$ cat src/rtl/demux_pkg.sv
// ---------------------------------------------------------------------------
// demux_pkg
//   Shared definitions for the 1:4 stream demultiplexer.
//   NLANES      : number of output lanes
//   lane_idx_t  : lane index type (2 bits)
//   sel_to_lane : packs the direct-mode select pins into a lane index
// ---------------------------------------------------------------------------
package demux_pkg;

    localparam int NLANES = 4;

    typedef logic [1:0] lane_idx_t;

    // sel1 is the MSB of the lane number, sel0 the LSB.
    function automatic lane_idx_t sel_to_lane(input logic sel1, input logic sel0);
        return lane_idx_t'({sel1, sel0});
    endfunction

endpackage

$ cat src/rtl/demux_lane.sv
// ---------------------------------------------------------------------------
// demux_lane
//   One-entry holding register for a single output lane.
//   Ports:
//     clk   in   clock, rising edge
//     rst_n in   synchronous active-low reset
//     load  in   write data into the lane this edge
//     data  in   word to store
//     ready in   lane consumer takes the held word
//     valid out  lane holds a word (registered)
//     y     out  held word (registered)
// ---------------------------------------------------------------------------
module demux_lane #(
    parameter int W = 8
) (
    input  logic         clk,
    input  logic         rst_n,
    input  logic         load,
    input  logic [W-1:0] data,
    input  logic         ready,
    output logic         valid,
    output logic [W-1:0] y
);

    logic         valid_r;
    logic [W-1:0] y_r;

    // Holding register: a load wins over a drain so the lane sustains full rate.
    always_ff @(posedge clk) begin
        if (!rst_n) begin
            valid_r <= 1'b0;
            y_r     <= '0;
        end else if (load) begin
            valid_r <= 1'b1;
            y_r     <= data;
        end else if (valid_r && ready) begin
            valid_r <= 1'b0;
            y_r     <= y_r;
        end else begin
            valid_r <= valid_r;
            y_r     <= y_r;
        end
    end

    assign valid = valid_r;
    assign y     = y_r;

endmodule

$ cat src/rtl/demux_1_4_stream.sv
// ---------------------------------------------------------------------------
// demux_1_4_stream
//   Routes one valid/ready input stream to one of four output lanes. The lane
//   is {sel1,sel0} in direct mode or a round-robin pointer in rr mode. Each
//   lane buffers one word, so a stalled lane only blocks words aimed at it.
//   Ports:
//     clk, rst_n            clock / synchronous active-low reset
//     rr_mode               0: direct select, 1: round-robin
//     sel0, sel1            direct-mode lane select
//     i, i_valid, i_ready   input stream handshake
//     yN, yN_valid, yN_ready  lane N output handshake (N = 0..3)
//     rr_ptr                current round-robin pointer
//     acc_cnt               accepted-word counter, wraps
// ---------------------------------------------------------------------------
module demux_1_4_stream
    import demux_pkg::*;
#(
    parameter int W     = 8,
    parameter int CNT_W = 16
) (
    input  logic             clk,
    input  logic             rst_n,
    input  logic             rr_mode,
    input  logic             sel0,
    input  logic             sel1,
    input  logic [W-1:0]     i,
    input  logic             i_valid,
    output logic             i_ready,
    output logic [W-1:0]     y0,
    output logic [W-1:0]     y1,
    output logic [W-1:0]     y2,
    output logic [W-1:0]     y3,
    output logic             y0_valid,
    output logic             y1_valid,
    output logic             y2_valid,
    output logic             y3_valid,
    input  logic             y0_ready,
    input  logic             y1_ready,
    input  logic             y2_ready,
    input  logic             y3_ready,
    output logic [1:0]       rr_ptr,
    output logic [CNT_W-1:0] acc_cnt
);

    lane_idx_t         tgt_s;
    lane_idx_t         rr_ptr_r;
    logic [CNT_W-1:0]  acc_cnt_r;
    logic              i_ready_s;
    logic              accept_s;
    logic [NLANES-1:0] lane_valid_s;
    logic [NLANES-1:0] lane_ready_s;
    logic [NLANES-1:0] lane_load_s;
    logic [W-1:0]      lane_y_s [NLANES];

    assign lane_ready_s = {y3_ready, y2_ready, y1_ready, y0_ready};

    // Target decode and acceptance: only the targeted lane's state gates i_ready.
    always_comb begin
        tgt_s       = sel_to_lane(sel1, sel0);
        lane_load_s = '0;
        if (rr_mode) begin
            tgt_s = rr_ptr_r;
        end else begin
            tgt_s = sel_to_lane(sel1, sel0);
        end
        i_ready_s = ~lane_valid_s[tgt_s] | lane_ready_s[tgt_s];
        accept_s  = i_valid & i_ready_s;
        if (accept_s) begin
            lane_load_s[tgt_s] = 1'b1;
        end else begin
            lane_load_s = '0;
        end
    end

    for (genvar g = 0; g < NLANES; g++) begin : g_lane
        demux_lane #(.W(W)) u_lane (
            .clk   (clk),
            .rst_n (rst_n),
            .load  (lane_load_s[g]),
            .data  (i),
            .ready (lane_ready_s[g]),
            .valid (lane_valid_s[g]),
            .y     (lane_y_s[g])
        );
    end

    // Round-robin pointer advances only on accepts in rr mode; a blocked lane is never skipped.
    always_ff @(posedge clk) begin
        if (!rst_n) begin
            rr_ptr_r <= 2'd0;
        end else if (rr_mode && accept_s) begin
            rr_ptr_r <= rr_ptr_r + 2'd1;
        end else begin
            rr_ptr_r <= rr_ptr_r;
        end
    end

    // Accepted-word counter, free-running wrap in either mode.
    always_ff @(posedge clk) begin
        if (!rst_n) begin
            acc_cnt_r <= '0;
        end else if (accept_s) begin
            acc_cnt_r <= acc_cnt_r + CNT_W'(1);
        end else begin
            acc_cnt_r <= acc_cnt_r;
        end
    end

    assign i_ready  = i_ready_s;
    assign y0       = lane_y_s[0];
    assign y1       = lane_y_s[1];
    assign y2       = lane_y_s[2];
    assign y3       = lane_y_s[3];
    assign y0_valid = lane_valid_s[0];
    assign y1_valid = lane_valid_s[1];
    assign y2_valid = lane_valid_s[2];
    assign y3_valid = lane_valid_s[3];
    assign rr_ptr   = rr_ptr_r;
    assign acc_cnt  = acc_cnt_r;

endmodule

$ cat config.mk
export PLATFORM = sky130hd
export DESIGN_NAME = demux_1_4_stream
export DESIGN_NICKNAME = d
export VERILOG_FILES = /design/src/rtl/demux_pkg.sv /design/src/rtl/demux_lane.sv /design/src/rtl/demux_1_4_stream.sv
export SDC_FILE = /design/constraint.sdc
export NUM_CORES = 1
export LEC_CHECK = 0
export CORE_UTILIZATION = 36
export DETAILED_ROUTE_END_ITERATION = 10
export HOLD_SLACK_MARGIN = 0.12
export PLACE_DENSITY = 0.66
export RECOVER_POWER = 100
export SYNTH_ARGS = -nofsm -noshare
export SYNTH_HDL_FRONTEND = slang
export SYNTH_SLANG_ARGS = --single-unit
export TNS_END_PERCENT = 50
$ cat constraint.sdc
create_clock -name clk -period 5.6 [get_ports clk]
set_clock_uncertainty 0.2 [all_clocks]
set_input_delay 1.68 -clock clk [delete_from_list [all_inputs] [get_ports clk]]
set_output_delay 1.68 -clock clk [all_outputs]
set_load 0.01 [all_outputs]
======== Yosys cells after proc, flatten, opt, wreduce, memory -nomap -nowiden ========
Cells that the tools add are included.
word-level totals
  register bits ........................... 54
  latch bits .............................. 0
  RAM bits ................................ 0
  bits in read-only memories .............. 0
  output and inout port bits .............. 55
  logic and storage cells ................. 43
  memories ................................ 0
operators by class
  $add $sub $neg .......................... 2
  $mul .................................... 0
  div/mod/pow operators ................... 0
  order comparisons ....................... 2
  equality and inequality tests ........... 0
  shift-type cells ........................ 0
  mux-type cells .......................... 16
  bitwise gates (word level) .............. 3
  reduce and logical (&&, ||, !) cells .... 10
operator list
  kind                                                                    number
  16-bit by 1-bit adder with 16-bit output (second input constant)        1
  1-bit two-way mux                                                       11
  2-bit nonzero test                                                      4
  1-bit logical AND                                                       6
  1-bit binary-select mux with 2-bit select                               2
  4-bit two-way mux                                                       1
  2-bit by 3-bit < comparator with 1-bit output (second input constant)   1
  2-bit by 1-bit adder with 2-bit output (second input constant)          1
  1-bit demux with 2-bit select                                           1
  2-bit by 1-bit >= comparator with 1-bit output (second input constant)  1
  2-bit two-way mux                                                       1
  1-bit AND                                                               1
  1-bit inverter                                                          1
  1-bit bitwise OR                                                        1

======== Depth between registers and ports, before layout ========
  depth after elaboration ................. 8
  mapped depth ............................ 6

======== Cells and area by module ========
From an unflattened synthesis, not the netlist that was laid out.
unflattened totals
  cells, all modules ...................... 230
  area, all modules ....................... 2314.7 sq um
modules (own cells, without submodules)
  module            instances  cells an instance  area an instance (sq um)  sequential area each (sq um)
  demux_lane        4          28                 335.3                     180.2
  demux_1_4_stream  1          118                973.4                     360.3

======== Least setup slack after synthesis ========
No wires, ideal clock.
  path kind ............................... input-to-output
  from .................................... input rr_mode
  to ...................................... output i_ready
  arrival ................................. 2757 ps
  required time ........................... 3720 ps
  slack ................................... 963 ps
  stages .................................. 3
  path buffers ............................ 1
  cell sequence ........................... mux2i_2 > mux4_2 > buf_6
on the way
  word-level cells in the longest chain between the ends .. 5
ends and longest elaborated chain
  what                                       RTL line                RTL
  from (decl)                                demux_1_4_stream.sv:23  input logic rr_mode,
  2-bit two-way mux *                        demux_1_4_stream.sv:61  if (rr_mode) begin
  1-bit binary-select mux with 2-bit select  demux_1_4_stream.sv:66  i_ready_s = ~lane_valid_s[tgt_s] | lane_ready_s[tgt_s];
  1-bit two-way mux (not written as such)    demux_1_4_stream.sv:66
  1-bit inverter                             demux_1_4_stream.sv:66
  1-bit bitwise OR *                         demux_1_4_stream.sv:66
  to (decl)                                  demux_1_4_stream.sv:28  output logic i_ready,
Mark *: on every way between the ends. The rest lies on a longest branch, timed or not. The select of a mux whose other input is x is not followed.

======== Final worst setup path ========
Same ends and word-level chain as after synthesis.

==> impl_results.md <==
- Final Hold Viols: 0
- Cells resized by post-CTS repair: 0
- Synth top cells by count: 54 x dfxtp_1, 43 x nor2_1, 34 x mux2i_1
- Largest net degree at the start of global routing: 55
- Via/cell ratio: 5.01
- Initial antenna violation count: 0
- MaxCap Viol Count: 0
- Worst-path fanout max: 4
- Ys flop type: dfxtp_1
- CTS tree: done
- Number of post-CTS setup repair buffers: 0
- Max_slew headroom: 39.1%
- Async SR Flop Fraction: 0%
- CTS HTree Levels: 2
- Area grow syn2layout: 40.1%
- Die height: 79.5 um
- Seq/Total Area, Yosys: 50.0%
- Count leader, synth: dfxtp_1
- Clock sink count: 54
- Pre-CTS setup slack: 0.118 ns
- Synth Cell Area: 2160 sq um
- RSZ-0062 raised after global routing: false
- Fin Setup TNS: 0 ns
- Drt pass-1 iters: 4
- Port Buf Inserts: 72
- Die W: 79.5 um
- Final core utilization: 53.6%
- FP Rows: 27
- Starting Density: 38.3%
- Worst-margin pin slew: 0.912 ns
- Top cell type's share of synthesized area: 50.0%
- Peak supply drop: 0.118 mV
- Status: finished clean
- CP startpoint kind: input pin
- DR DRC count: 0
- WL final: 5060 um
- Arr. time, crit path: 3.58 ns
- Flops & latches, synth: 54
- Final Critical Period: 5.46 ns
- HP Class: reg -> reg
- Diode count: 0
- Final #Nets: 307
- Type of the worst setup path: in -> out
- Worst-Skew Late Latency: 0.30 ns
- Top cells by area, synth: dfxtp_1 50%, mux2i_1 16%, nor2_1 7.5%
- Post-Synthesis Cells: 218
- Final setup margin: 0.138 ns
- Warnings, synthesis: 0
- Static leakage: 1.45 nW
- Fin crit share: 97.5%
- Vias: 1808
- Reg clk slew, reported paths: 0.09 ns
- CP required: 3.72 ns
- Root buffer cell: clkbuf_8
- First-pass GRT wire length: 7990 um
- Io pins: 73
- Avg Synthesized Cell Area: 9.91 sq um
- GPL Wtd Cong: 0.707
- Max-slew violation count: 0
- Post-synth EDFFs: 0
- Share of cells above drive strength 1: 6.23%
- Detailed placement HPWL: 3380 um
- Crit path capture type: output pin
- Total die area: 6320 sq um
- Total gr overflow: 0
- Max Root-Sink Buffers: 2
- Vias in the first global route: 1625
- Initial DRC count: 48
- Post-route ant nets: 0
- TritonCTS buffer count: 5
- Dominant cell type by area after synthesis: dfxtp_1
- Unique masters post-synth: 29
- Total GRT Usage: 16.6%
- Setup violations, final: 0
- CTS Hold Bufs: 0
- Core area: 5640 sq um
- Syn Nets: 237
- PwrDens: 251 nW/um^2
- Routed length per instance: 14.0 um
- Peak Freq: 183 MHz
per-stage QoR:
step,total power [mW],instance area [sq um],hold WS [ns],std cells
6_report,0.760,3030,0.297,361
5_1_grt,0.798,3030,0.323,361
4_1_cts,0.778,3040,0.308,361
3_5_place_dp,0.514,2930,0.289,353
3_3_place_gp,0.513,2930,0.272,353
2_1_floorplan,0.463,2160,0.302,218
kinds of logic (layout without fill, tap and decap cells):
group / count (synthesis) / in the layout / share of synthesized area (%)
AND/OR/NAND/NOR: 88 / 88 / 20.9
flip-flops: 54 / 54 / 50.0
multiplexers: 36 / 36 / 17.4
AO/OA/AOI/OAI: 18 / 18 / 4.52
buffers and inverters: 12 / 83 / 2.90
XOR/XNOR: 9 / 9 / 3.65
adder cells (fa/ha/maj): 1 / 1 / 0.579
power breakdown:
| part | leakage (nW) | total [mW] | switching [mW] | internal, mW |
|---|---|---|---|---|
| registers | 0.438 | 0.405 | 0.00826 | 0.397 |
| clock network | 0.0504 | 0.262 | 0.129 | 0.133 |
| logic | 0.966 | 0.0924 | 0.0453 | 0.0470 |
area by class of cell:
class,instances,area (sq um)
fillers,518,2620
clock inverters,3,45.0
clock buffers,5,68.8
repair buffers,74,728
well taps,72,90.1
multi-input cells,152,1010
inverters,1,3.75
flip-flops and latches,54,1080
registers in the layout, summed over array words and instances, names as in the netlist:
register	cells
rr_ptr	2
g_lane.u_lane.valid	4
g_lane.u_lane.y	32
acc_cnt	16
cells in the final DEF (no fill, tap or decap), types with 3 or more instances in the layout:
cell,n
clkbuf_8,5
a21oi_1,10
dlygate4sd3_1,54
nor2_1,43
o21ai_0,5
dfxtp_1,54
xor2_1,9
and4_1,3
clkdlybuf4s50_1,18
or2b_2,4
nand4_1,4
nand3_1,12
nand2_1,7
mux2i_1,34
or3_1,5
worst paths after layout:
| check | endpoint | cells past startpoint | slack (ns) | startpoint |
|---|---|---|---|---|
| worst max-delay path | i_ready | 4 | 0.14 | rr_mode |
| worst min-delay path | g_lane[0].u_lane.y[4]$_SDFFE_PN0P_ | 2 | 0.30 | g_lane[0].u_lane.y[4]$_SDFFE_PN0P_ |
| worst max register to register | acc_cnt[15]$_SDFFE_PN0P_ | 6 | 3.06 | rr_ptr[0]$_SDFFE_PN0P_ |
| worst min register to register | g_lane[0].u_lane.y[4]$_SDFFE_PN0P_ | 2 | 0.30 | g_lane[0].u_lane.y[4]$_SDFFE_PN0P_ |
routing by layer:
metal	vias up	track usage, %	part of all wire, %
li1	896	-	-
met2	72	24.4	43
met3	5	6.51	9.6
met5	-	0	0
met1	835	22.2	47
met4	0	4.91	0.83
critical path, stage by stage:
cell and delay, ns:
clkdlybuf4s50_1 0.56, mux2i_2 0.29, mux4_2 0.55, clkdlybuf4s50_1 0.49
Power figures use the tool's default switching activity.
